File: src/rtl/output_queue_bypass_arbiter_mc_pkg.sv
// Shared constants, typedefs and pause FSM encoding for the multi-calendar
// output-queue bypass arbiter.
package output_queue_bypass_arbiter_mc_pkg;

    localparam int DEF_PIFO_RANK_WIDTH          = 19;
    localparam int DEF_PIFO_ROOT_WIDTH          = 32;
    localparam int DEF_ROOT_RANK_START_POS      = 12;
    localparam int DEF_ROOT_RANK_END_POS        = 30;
    localparam int DEF_ROOT_PIFO_INFO_VALID_POS = 31;
    localparam int DEF_NUM_CAL                  = 4;
    localparam int DEF_CAL_IDX_WIDTH            = 2;
    localparam int DEF_MAX_BYPASS_RUN           = 8;
    localparam int DEF_PAUSE_TIMER_WIDTH        = 16;
    localparam int DEF_STAT_WIDTH               = 32;

    typedef logic [DEF_PIFO_RANK_WIDTH-1:0] rank_t;
    typedef logic [DEF_CAL_IDX_WIDTH-1:0]   cal_idx_t;

    typedef enum logic {
        PAUSE_IDLE   = 1'b0,
        PAUSE_PAUSED = 1'b1
    } pause_state_e;

endpackage

File: src/rtl/output_queue_bypass_arbiter_mc_if.sv
// Descriptor-in / decision-out bus of the bypass arbiter, plus the GPFC pause strobe.
interface output_queue_bypass_arbiter_mc_if #(
    parameter int PIFO_ROOT_WIDTH   = 32,
    parameter int PIFO_RANK_WIDTH   = 19,
    parameter int NUM_CAL           = 4,
    parameter int CAL_IDX_WIDTH     = 2,
    parameter int PAUSE_TIMER_WIDTH = 16
);
    // Both s_axis and m_axis transfer on a cycle where valid & ready are high;
    // a source holds valid and data stable until that cycle, and ready may depend on valid.
    logic                               s_axis_valid;
    logic                               s_axis_ready;
    logic [PIFO_ROOT_WIDTH-1:0]         s_axis_pifo_info;
    logic [NUM_CAL*PIFO_ROOT_WIDTH-1:0] s_axis_cal_tops;
    logic                               s_axis_gpfc_valid;
    logic [PIFO_RANK_WIDTH-1:0]         s_axis_gpfc_pause_rank;
    logic [PAUSE_TIMER_WIDTH-1:0]       s_axis_gpfc_pause_quanta;
    logic                               m_axis_valid;
    logic                               m_axis_ready;
    logic [PIFO_ROOT_WIDTH-1:0]         m_axis_pifo_info;
    logic                               m_axis_bypass_en;
    logic [CAL_IDX_WIDTH-1:0]           m_axis_cal_idx;

    modport slave (
        input  s_axis_valid, s_axis_pifo_info, s_axis_cal_tops,
        input  s_axis_gpfc_valid, s_axis_gpfc_pause_rank, s_axis_gpfc_pause_quanta,
        input  m_axis_ready,
        output s_axis_ready, m_axis_valid, m_axis_pifo_info, m_axis_bypass_en, m_axis_cal_idx
    );

    modport master (
        output s_axis_valid, s_axis_pifo_info, s_axis_cal_tops,
        output s_axis_gpfc_valid, s_axis_gpfc_pause_rank, s_axis_gpfc_pause_quanta,
        output m_axis_ready,
        input  s_axis_ready, m_axis_valid, m_axis_pifo_info, m_axis_bypass_en, m_axis_cal_idx
    );
endinterface

File: src/rtl/output_queue_bypass_arbiter_mc_cal_min_rank_tree.sv
// Combinational argmin over the valid calendar tops; ties go to the lowest index.
module cal_min_rank_tree #(
    parameter int NUM_CAL         = 4,
    parameter int PIFO_ROOT_WIDTH = 32,
    parameter int PIFO_RANK_WIDTH = 19,
    parameter int CAL_IDX_WIDTH   = 2,
    parameter int RANK_START_POS  = 12,
    parameter int VALID_POS       = 31
) (
    input  logic [NUM_CAL*PIFO_ROOT_WIDTH-1:0] cal_tops,
    output logic [PIFO_RANK_WIDTH-1:0]         min_rank,
    output logic [CAL_IDX_WIDTH-1:0]           min_idx,
    output logic                               any_valid
);
    logic                       top_valid;
    logic [PIFO_RANK_WIDTH-1:0] top_rank;
    logic                       unused_top_bits;

    assign unused_top_bits = ^cal_tops;

    always_comb begin
        min_rank  = '0;
        min_idx   = '0;
        any_valid = 1'b0;
        top_valid = 1'b0;
        top_rank  = '0;
        for (int i = 0; i < NUM_CAL; i++) begin
            top_valid = cal_tops[i*PIFO_ROOT_WIDTH + VALID_POS];
            top_rank  = cal_tops[i*PIFO_ROOT_WIDTH + RANK_START_POS +: PIFO_RANK_WIDTH];
            // Strict less-than keeps the earlier index on a tie.
            if (top_valid && (!any_valid || top_rank < min_rank)) begin
                min_rank  = top_rank;
                min_idx   = CAL_IDX_WIDTH'(i);
                any_valid = 1'b1;
            end
        end
    end
endmodule

File: src/rtl/output_queue_bypass_arbiter_mc.sv
// Two-stage bypass decision: stage 1 registers the descriptor and calendar minimum,
// stage 2 applies the GPFC pause window and the consecutive-bypass limit.
module output_queue_bypass_arbiter_mc
    import output_queue_bypass_arbiter_mc_pkg::*;
#(
    parameter int PIFO_RANK_WIDTH          = DEF_PIFO_RANK_WIDTH,
    parameter int PIFO_ROOT_WIDTH          = DEF_PIFO_ROOT_WIDTH,
    parameter int ROOT_RANK_START_POS      = DEF_ROOT_RANK_START_POS,
    parameter int ROOT_RANK_END_POS        = DEF_ROOT_RANK_END_POS,
    parameter int ROOT_PIFO_INFO_VALID_POS = DEF_ROOT_PIFO_INFO_VALID_POS,
    parameter int NUM_CAL                  = DEF_NUM_CAL,
    parameter int CAL_IDX_WIDTH            = DEF_CAL_IDX_WIDTH,
    parameter int MAX_BYPASS_RUN           = DEF_MAX_BYPASS_RUN,
    parameter int PAUSE_TIMER_WIDTH        = DEF_PAUSE_TIMER_WIDTH,
    parameter int STAT_WIDTH               = DEF_STAT_WIDTH,
    localparam int RUN_W = (MAX_BYPASS_RUN < 1) ? 1 : $clog2(MAX_BYPASS_RUN + 1)
) (
    input  logic                                   clk,
    input  logic                                   rst,
    output_queue_bypass_arbiter_mc_if.slave        bus,
    output logic                                   pause_active,
    output logic [STAT_WIDTH-1:0]                  stat_bypass_cnt,
    output logic [STAT_WIDTH-1:0]                  stat_forced_enq_cnt,
    output pause_state_e                           dbg_pause_state,
    output logic [RUN_W-1:0]                       dbg_run_cnt
);
    logic en, accept, load2;

    logic                       tree_any;
    logic [PIFO_RANK_WIDTH-1:0] tree_min_rank;
    logic [CAL_IDX_WIDTH-1:0]   tree_min_idx;

    logic                       s1_valid_q, s1_valid_d;
    logic [PIFO_ROOT_WIDTH-1:0] s1_desc_q, s1_desc_d;
    logic [PIFO_RANK_WIDTH-1:0] s1_min_rank_q, s1_min_rank_d;
    logic [CAL_IDX_WIDTH-1:0]   s1_min_idx_q, s1_min_idx_d;
    logic                       s1_any_q, s1_any_d;

    logic                       m_valid_q, m_valid_d;
    logic [PIFO_ROOT_WIDTH-1:0] m_desc_q, m_desc_d;
    logic                       m_bypass_q, m_bypass_d;
    logic [CAL_IDX_WIDTH-1:0]   m_idx_q, m_idx_d;

    pause_state_e                 pause_state_q, pause_state_d;
    logic [PIFO_RANK_WIDTH-1:0]   pause_rank_q, pause_rank_d;
    logic [PAUSE_TIMER_WIDTH-1:0] timer_q, timer_d;

    logic [RUN_W-1:0]      run_cnt_q, run_cnt_d;
    logic [STAT_WIDTH-1:0] bypass_cnt_q, bypass_cnt_d;
    logic [STAT_WIDTH-1:0] forced_cnt_q, forced_cnt_d;

    logic [PIFO_RANK_WIDTH-1:0] s1_rank;
    logic s1_desc_valid, paused, raw, limit_hit, forced, bypass;

    assign en               = ~m_valid_q | bus.m_axis_ready;
    assign bus.s_axis_ready = en & ~rst;
    assign accept           = bus.s_axis_valid & en & ~rst;
    assign load2            = en & s1_valid_q;

    cal_min_rank_tree #(
        .NUM_CAL        (NUM_CAL),
        .PIFO_ROOT_WIDTH(PIFO_ROOT_WIDTH),
        .PIFO_RANK_WIDTH(PIFO_RANK_WIDTH),
        .CAL_IDX_WIDTH  (CAL_IDX_WIDTH),
        .RANK_START_POS (ROOT_RANK_START_POS),
        .VALID_POS      (ROOT_PIFO_INFO_VALID_POS)
    ) u_tree (
        .cal_tops (bus.s_axis_cal_tops),
        .min_rank (tree_min_rank),
        .min_idx  (tree_min_idx),
        .any_valid(tree_any)
    );

    always_comb begin
        s1_rank       = s1_desc_q[ROOT_RANK_END_POS:ROOT_RANK_START_POS];
        s1_desc_valid = s1_desc_q[ROOT_PIFO_INFO_VALID_POS];
        paused        = (pause_state_q == PAUSE_PAUSED);
        raw           = s1_desc_valid & (~s1_any_q | (s1_rank < s1_min_rank_q))
                        & ~(paused & (s1_rank >= pause_rank_q));
        limit_hit     = (MAX_BYPASS_RUN != 0) && (run_cnt_q == RUN_W'(MAX_BYPASS_RUN));
        forced        = raw & s1_any_q & limit_hit;
        bypass        = raw & ~forced;
    end

    always_comb begin
        s1_valid_d    = s1_valid_q;
        s1_desc_d     = s1_desc_q;
        s1_min_rank_d = s1_min_rank_q;
        s1_min_idx_d  = s1_min_idx_q;
        s1_any_d      = s1_any_q;
        m_valid_d     = m_valid_q;
        m_desc_d      = m_desc_q;
        m_bypass_d    = m_bypass_q;
        m_idx_d       = m_idx_q;
        run_cnt_d     = run_cnt_q;
        bypass_cnt_d  = bypass_cnt_q;
        forced_cnt_d  = forced_cnt_q;
        if (en) begin
            s1_valid_d = accept;
            m_valid_d  = s1_valid_q;
        end
        if (accept) begin
            s1_desc_d     = bus.s_axis_pifo_info;
            s1_min_rank_d = tree_min_rank;
            s1_min_idx_d  = tree_min_idx;
            s1_any_d      = tree_any;
        end
        if (load2) begin
            m_desc_d   = s1_desc_q;
            m_bypass_d = bypass;
            m_idx_d    = s1_min_idx_q;
            // Bypassing with no calendar competition does not count towards the run.
            if (bypass && s1_any_q) begin
                run_cnt_d = (&run_cnt_q) ? run_cnt_q : run_cnt_q + 1'b1;
            end else if (!bypass) begin
                run_cnt_d = '0;
            end
            if (forced && !(&forced_cnt_q)) forced_cnt_d = forced_cnt_q + 1'b1;
        end
        if (m_valid_q && bus.m_axis_ready && m_bypass_q && !(&bypass_cnt_q)) begin
            bypass_cnt_d = bypass_cnt_q + 1'b1;
        end
    end

    always_comb begin
        pause_state_d = pause_state_q;
        pause_rank_d  = pause_rank_q;
        timer_d       = timer_q;
        case (pause_state_q)
            PAUSE_IDLE: begin
                if (bus.s_axis_gpfc_valid && bus.s_axis_gpfc_pause_quanta != '0) begin
                    pause_state_d = PAUSE_PAUSED;
                    pause_rank_d  = bus.s_axis_gpfc_pause_rank;
                    timer_d       = bus.s_axis_gpfc_pause_quanta;
                end
            end
            PAUSE_PAUSED: begin
                // A reload takes priority over the timer expiring in the same cycle.
                if (bus.s_axis_gpfc_valid && bus.s_axis_gpfc_pause_quanta != '0) begin
                    pause_rank_d = bus.s_axis_gpfc_pause_rank;
                    timer_d      = bus.s_axis_gpfc_pause_quanta;
                end else if (bus.s_axis_gpfc_valid || timer_q <= PAUSE_TIMER_WIDTH'(1)) begin
                    pause_state_d = PAUSE_IDLE;
                    timer_d       = '0;
                end else begin
                    timer_d = timer_q - 1'b1;
                end
            end
            default: pause_state_d = PAUSE_IDLE;
        endcase
    end

    always_ff @(posedge clk) begin
        if (rst) begin
            s1_valid_q    <= 1'b0;
            s1_desc_q     <= '0;
            s1_min_rank_q <= '0;
            s1_min_idx_q  <= '0;
            s1_any_q      <= 1'b0;
            m_valid_q     <= 1'b0;
            m_desc_q      <= '0;
            m_bypass_q    <= 1'b0;
            m_idx_q       <= '0;
            pause_state_q <= PAUSE_IDLE;
            pause_rank_q  <= '0;
            timer_q       <= '0;
            run_cnt_q     <= '0;
            bypass_cnt_q  <= '0;
            forced_cnt_q  <= '0;
        end else begin
            s1_valid_q    <= s1_valid_d;
            s1_desc_q     <= s1_desc_d;
            s1_min_rank_q <= s1_min_rank_d;
            s1_min_idx_q  <= s1_min_idx_d;
            s1_any_q      <= s1_any_d;
            m_valid_q     <= m_valid_d;
            m_desc_q      <= m_desc_d;
            m_bypass_q    <= m_bypass_d;
            m_idx_q       <= m_idx_d;
            pause_state_q <= pause_state_d;
            pause_rank_q  <= pause_rank_d;
            timer_q       <= timer_d;
            run_cnt_q     <= run_cnt_d;
            bypass_cnt_q  <= bypass_cnt_d;
            forced_cnt_q  <= forced_cnt_d;
        end
    end

    assign bus.m_axis_valid     = m_valid_q;
    assign bus.m_axis_pifo_info = m_desc_q;
    assign bus.m_axis_bypass_en = m_bypass_q;
    assign bus.m_axis_cal_idx   = m_idx_q;
    assign pause_active         = (pause_state_q == PAUSE_PAUSED);
    assign stat_bypass_cnt      = bypass_cnt_q;
    assign stat_forced_enq_cnt  = forced_cnt_q;
    assign dbg_pause_state      = pause_state_q;
    assign dbg_run_cnt          = run_cnt_q;
endmodule
File: src/flat_wrapper.sv
// flat-port wrapper written by rule: the top's interface ports become plain ports
module output_queue_bypass_arbiter_mc_flat import output_queue_bypass_arbiter_mc_pkg::*;
#(
    parameter int PIFO_RANK_WIDTH          = DEF_PIFO_RANK_WIDTH,
    parameter int PIFO_ROOT_WIDTH          = DEF_PIFO_ROOT_WIDTH,
    parameter int ROOT_RANK_START_POS      = DEF_ROOT_RANK_START_POS,
    parameter int ROOT_RANK_END_POS        = DEF_ROOT_RANK_END_POS,
    parameter int ROOT_PIFO_INFO_VALID_POS = DEF_ROOT_PIFO_INFO_VALID_POS,
    parameter int NUM_CAL                  = DEF_NUM_CAL,
    parameter int CAL_IDX_WIDTH            = DEF_CAL_IDX_WIDTH,
    parameter int MAX_BYPASS_RUN           = DEF_MAX_BYPASS_RUN,
    parameter int PAUSE_TIMER_WIDTH        = DEF_PAUSE_TIMER_WIDTH,
    parameter int STAT_WIDTH               = DEF_STAT_WIDTH,
    localparam int RUN_W = (MAX_BYPASS_RUN < 1) ? 1 : $clog2(MAX_BYPASS_RUN + 1)
)
  (clk, rst, pause_active, stat_bypass_cnt, stat_forced_enq_cnt, dbg_pause_state, dbg_run_cnt, bus_s_axis_valid, bus_s_axis_pifo_info, bus_s_axis_cal_tops, bus_s_axis_gpfc_valid, bus_s_axis_gpfc_pause_rank, bus_s_axis_gpfc_pause_quanta, bus_m_axis_ready, bus_s_axis_ready, bus_m_axis_valid, bus_m_axis_pifo_info, bus_m_axis_bypass_en, bus_m_axis_cal_idx);
  output_queue_bypass_arbiter_mc_if #(.PIFO_ROOT_WIDTH(PIFO_ROOT_WIDTH), .PIFO_RANK_WIDTH(PIFO_RANK_WIDTH), .NUM_CAL(NUM_CAL), .CAL_IDX_WIDTH(CAL_IDX_WIDTH), .PAUSE_TIMER_WIDTH(PAUSE_TIMER_WIDTH)) bus_i ();
  input  logic clk;
  input  logic rst;
  output logic pause_active;
  output logic [STAT_WIDTH-1:0] stat_bypass_cnt;
  output logic [STAT_WIDTH-1:0] stat_forced_enq_cnt;
  output pause_state_e dbg_pause_state;
  output logic [RUN_W-1:0] dbg_run_cnt;
  input wire logic [$bits(bus_i.s_axis_valid)-1:0] bus_s_axis_valid;
  input wire logic [$bits(bus_i.s_axis_pifo_info)-1:0] bus_s_axis_pifo_info;
  input wire logic [$bits(bus_i.s_axis_cal_tops)-1:0] bus_s_axis_cal_tops;
  input wire logic [$bits(bus_i.s_axis_gpfc_valid)-1:0] bus_s_axis_gpfc_valid;
  input wire logic [$bits(bus_i.s_axis_gpfc_pause_rank)-1:0] bus_s_axis_gpfc_pause_rank;
  input wire logic [$bits(bus_i.s_axis_gpfc_pause_quanta)-1:0] bus_s_axis_gpfc_pause_quanta;
  input wire logic [$bits(bus_i.m_axis_ready)-1:0] bus_m_axis_ready;
  output wire logic [$bits(bus_i.s_axis_ready)-1:0] bus_s_axis_ready;
  output wire logic [$bits(bus_i.m_axis_valid)-1:0] bus_m_axis_valid;
  output wire logic [$bits(bus_i.m_axis_pifo_info)-1:0] bus_m_axis_pifo_info;
  output wire logic [$bits(bus_i.m_axis_bypass_en)-1:0] bus_m_axis_bypass_en;
  output wire logic [$bits(bus_i.m_axis_cal_idx)-1:0] bus_m_axis_cal_idx;
  assign bus_i.s_axis_valid = bus_s_axis_valid;
  assign bus_i.s_axis_pifo_info = bus_s_axis_pifo_info;
  assign bus_i.s_axis_cal_tops = bus_s_axis_cal_tops;
  assign bus_i.s_axis_gpfc_valid = bus_s_axis_gpfc_valid;
  assign bus_i.s_axis_gpfc_pause_rank = bus_s_axis_gpfc_pause_rank;
  assign bus_i.s_axis_gpfc_pause_quanta = bus_s_axis_gpfc_pause_quanta;
  assign bus_i.m_axis_ready = bus_m_axis_ready;
  assign bus_s_axis_ready = bus_i.s_axis_ready;
  assign bus_m_axis_valid = bus_i.m_axis_valid;
  assign bus_m_axis_pifo_info = bus_i.m_axis_pifo_info;
  assign bus_m_axis_bypass_en = bus_i.m_axis_bypass_en;
  assign bus_m_axis_cal_idx = bus_i.m_axis_cal_idx;
  output_queue_bypass_arbiter_mc #(.PIFO_RANK_WIDTH(PIFO_RANK_WIDTH), .PIFO_ROOT_WIDTH(PIFO_ROOT_WIDTH), .ROOT_RANK_START_POS(ROOT_RANK_START_POS), .ROOT_RANK_END_POS(ROOT_RANK_END_POS), .ROOT_PIFO_INFO_VALID_POS(ROOT_PIFO_INFO_VALID_POS), .NUM_CAL(NUM_CAL), .CAL_IDX_WIDTH(CAL_IDX_WIDTH), .MAX_BYPASS_RUN(MAX_BYPASS_RUN), .PAUSE_TIMER_WIDTH(PAUSE_TIMER_WIDTH), .STAT_WIDTH(STAT_WIDTH)) u_core (.clk(clk), .rst(rst), .bus(bus_i), .pause_active(pause_active), .stat_bypass_cnt(stat_bypass_cnt), .stat_forced_enq_cnt(stat_forced_enq_cnt), .dbg_pause_state(dbg_pause_state), .dbg_run_cnt(dbg_run_cnt));
endmodule
File: config.mk
export PLATFORM = sky130hd
export DESIGN_NAME = output_queue_bypass_arbiter_mc_flat
export DESIGN_NICKNAME = d
export VERILOG_FILES = /design/src/rtl/output_queue_bypass_arbiter_mc_pkg.sv /design/src/rtl/output_queue_bypass_arbiter_mc_if.sv /design/src/rtl/output_queue_bypass_arbiter_mc_cal_min_rank_tree.sv /design/src/rtl/output_queue_bypass_arbiter_mc.sv /design/src/flat_wrapper.sv
export SDC_FILE = /design/constraint.sdc
export NUM_CORES = 1
export LEC_CHECK = 0
export ABC_AREA = 1
export CORE_UTILIZATION = 48
export CTS_CLUSTER_SIZE = 12
export DETAILED_ROUTE_END_ITERATION = 8
export PLACE_DENSITY = 0.91
export SLEW_MARGIN = 20
export SYNTH_ARGS = -nofsm -noshare
export SYNTH_HDL_FRONTEND = slang
export SYNTH_SLANG_ARGS = --single-unit
File: constraint.sdc
create_clock -name clk -period 20.9 [get_ports clk]
set_input_delay 6.27 -clock clk [delete_from_list [all_inputs] [get_ports clk]]
set_output_delay 6.27 -clock clk [all_outputs]
set_load 0.005 [all_outputs]
==> results.py <==
metrics = {
    "finish": {
        "utilization_pct": 64.25,
        "syn_to_final_growth_pct": 30.05,
        "drive_above_1_share_pct": 3.923,
        "nNetsFinal": 2145,
        "diodes": 0,
        "fillers": 2064,
    },
    "run_status": {
        "status": "finished, final reports clean",
    },
    "setup_path": {
        "critPathCaptureType": "output port",
        "cp_slowest_cell": "buf_4",
        "crit_type": "in2out",
        "critPathBufInv": 3,
        "crit_family": "buffers and inverters",
        "path_max_fanout": 67,
        "worstPathCellList": "buf_2, buf_4, nor2_1, clkdlybuf4s50_1",
        "required_ns": 14.63,
        "start_kind": "input pin",
        "crit_arrival_ns": 7.65,
        "slowest_delay_ns": 0.61,
    },
    "route": {
        "vias": 11600,
        "vias_per_cell": 5.336,
        "drc": 0,
        "wl_microns": 33010,
        "drt_pass1_iterations": 5,
        "ant_nets": 0,
        "drt-initial-drc-count": 789,
        "drt-wirelength-per-cell_microns": 15.18,
    },
    "timing": {
        "hold_violations": 0,
        "worst_slack_ns": 6.980,
        "skew_ns": 0.01851,
        "slew_headroom_pct": 31.12,
        "setup-tns-final_ns": 0,
        "rsz0062_at_grt": "no",
        "drv_slew": 0,
        "setup_violations": 0,
        "tightest_slew_ns": 1.031,
        "timing.fmax_ghz": 0.07184,
        "final.min_clock_period_ns": 13.92,
        "timing.hold.ws_ns": 0.4507,
        "period_share_pct": 66.60,
    },
    "floorplan": {
        "rows": 55,
        "initial_core_util_pct": 49.41,
        "io_pins": 307,
        "core-area_sq_um": 22920,
        "die_h_microns": 155.6,
        "die_x_microns": 155.6,
        "die_area_sq_um": 24210,
    },
    "yosys": {
        "synth.area.top_cells": "dfxtp_1 34%, nand2_1 12%, ha_1 11%",
        "synth_edf_count": 0,
        "yosysTopAreaCell": "dfxtp_1",
        "synth_seq_cells": 195,
        "syn_nets": 1929,
        "ys.flop_type": "dfxtp_1",
        "yosys_warnings": 0,
        "yosys.area.top_type_share_pct": 34.48,
        "synth_area_sq_um": 11320,
        "syn_area_per_cell_sq_um": 6.938,
        "synthArstFlopShare_pct": 0,
        "synth_cell_types": 45,
        "yosysSeqAreaShare_pct": 34.48,
        "synth_cells": 1632,
    },
    "placement": {
        "place_congestion": 0.9535,
        "pre_cts_slack_ns": 6.411,
        "hpwl_microns": 25300,
        "port_buffers": 258,
    },
    "grt": {
        "grt_pass1_vias": 11120,
        "antenna_found_initial": 3,
        "grt_max_degree": 121,
        "track_usage_pct": 27.84,
        "grt_overflow": 0,
        "grt_pass1_wl_microns": 53820,
    },
    "clock_network": {
        "ctsResizeCount": 0,
        "htree_levels": 4,
        "hold_buffers": 0,
        "cts.sinks": 195,
        "tritoncts": "built",
        "cts-root-buf": "clkbuf_16",
        "cts_setup_buffers": 0,
        "cts.path.max_buffers": 2,
        "cts.reportedPaths.clkPinSlew_ns": 0.09,
        "numCtsBuffers": 17,
        "clock_latency_ns": 0.45,
    },
    "pwr": {
        "power_mw": 0.9422,
        "peakVddDrop_mv": 0.06260,
        "p_leak_nw": 5.928,
        "power_density_nw_per_um2": 63.99,
    },
    "run": {
        "cap_violations": 0,
    },
    "min_path": {
        "hold_path.class": "reg2reg",
    },
}
==> Yosys cell counts, drive strengths merged (12+ instances only) <==
cell type and number:
a211oi 12, a21oi 173, buf 21, clkbuf 47
dfxtp 195, ha 97, inv 186, nand2 378
nand3 84, nand4 21, nor2 123, nor3 42
nor4 24, o21ai 146, xnor2 14, xor2 21
==> layout by cell type, fill, tap and decap left out, types with 7 or more instances in the layout <==
cell type | synthesis | routed
nand4_1 | 21 | 21
nand3_1 | 80 | 80
o21ai_1 | 10 | 10
o211ai_1 | 7 | 7
ha_1 | 97 | 97
a211oi_1 | 12 | 12
dfxtp_1 | 195 | 195
nor3_1 | 40 | 40
nor2_1 | 116 | 115
xnor2_1 | 14 | 14
nand2_2 | 5 | 7
a31oi_1 | 10 | 10
inv_1 | 180 | 179
nor4_1 | 22 | 22
clkbuf_16 | 0 | 17
o21ai_0 | 136 | 136
a21oi_1 | 173 | 173
nand2_1 | 373 | 371
xor2_1 | 21 | 21
clkdlybuf4s50_1 | 0 | 257
==> path summary, 6_finish.rpt <==
| path | startpoint | endpoint | slack [ns] | depth (start not counted) |
|---|---|---|---|---|
| worst max-delay path | rst | bus_s_axis_ready | 6.98 | 4 |
| worst min-delay path | u_core.s1_min_idx_q[0] | u_core.bus.m_axis_cal_idx[0] | 0.45 | 2 |
| worst max register to register | u_core.s1_min_rank_q[2] | u_core.stat_forced_enq_cnt[1] | 17.43 | 16 |
| worst min register to register | u_core.s1_min_idx_q[0] | u_core.bus.m_axis_cal_idx[0] | 0.45 | 2 |
==> power by group <==
group / internal [mW] / total [mW] / switching (mW)
combinational: 0.0878 / 0.192 / 0.104
clock: 0.168 / 0.348 / 0.180
sequential: 0.390 / 0.402 / 0.0124
==> stage by stage <==
stage                     std cells  area (sq um)
after floorplan                1632         11320
after global placement         2141         14050
after detailed placement       2141         14050
after CTS                      2173         14690
after global routing           2174         14720
final                          2174         14720
==> kinds of logic (layout without fill, tap and decap cells) <==
| kind of cell | Yosys count | count (layout) | share of synthesized area, % |
|---|---|---|---|
| fa+ha+maj | 97 | 97 | 10.72 |
| flops | 195 | 195 | 34.48 |
| xor+xnor | 35 | 35 | 2.708 |
| compound gates | 368 | 368 | 17.31 |
| simple gates | 680 | 680 | 25.94 |
| buf+inv | 257 | 486 | 8.852 |
==> worst reg2reg max path, cell delays in order (launching register included) <==
cell and delay, ns:
dfxtp_1 0.34, inv_1 0.05, ha_1 0.30, a21oi_1 0.15, a21boi_1 0.07, o21ai_0 0.19, a21oi_1 0.10, a211oi_1 0.32
o21a_1 0.19, o21ai_1 0.08, a21oi_1 0.19, o21a_1 0.15, nand2_1 0.06, inv_1 0.07, nand2_1 0.58, o21ai_0 0.43
a21oi_1 0.07
==> area by class of cell <==
type	instances	area [sq um]	area share, %
multi-input cells	1180	6429	43.66
inverters	189	710.7	4.827
well taps	313	391.6	2.660
clock inverters	15	214.0	1.453
flip-flops and latches	195	3904	26.51
repair buffers	265	2650	18.00
clock buffers	17	425.4	2.889
==> metal layers <==
layer	global-route usage, %	up-vias	routed length (microns)
met2	47.98	371	15890
met5	0	-	13
li1	-	5883	-
met1	32.39	5273	13570
met4	11.86	2	1059
met3	7.611	72	2484
==> sequential cells by signal, indices dropped and copies added, names as in the netlist <==
register / cells
u_core.dbg_run_cnt: 4
u_core.s1_valid_q: 1
u_core.pause_rank_q: 19
u_core.s1_min_idx_q: 2
u_core.s1_any_q: 1
u_core.bus.m_axis_cal_idx: 2
u_core.stat_bypass_cnt: 32
u_core.bus.m_axis_valid: 1
u_core.bus.m_axis_pifo_info: 32
u_core.stat_forced_enq_cnt: 32
u_core.dbg_pause_state: 1
u_core.timer_q: 16
u_core.bus.m_axis_bypass_en: 1
u_core.s1_min_rank_q: 19
u_core.s1_desc_q: 32
No activity file was read; power rests on OpenSTA's default activity.
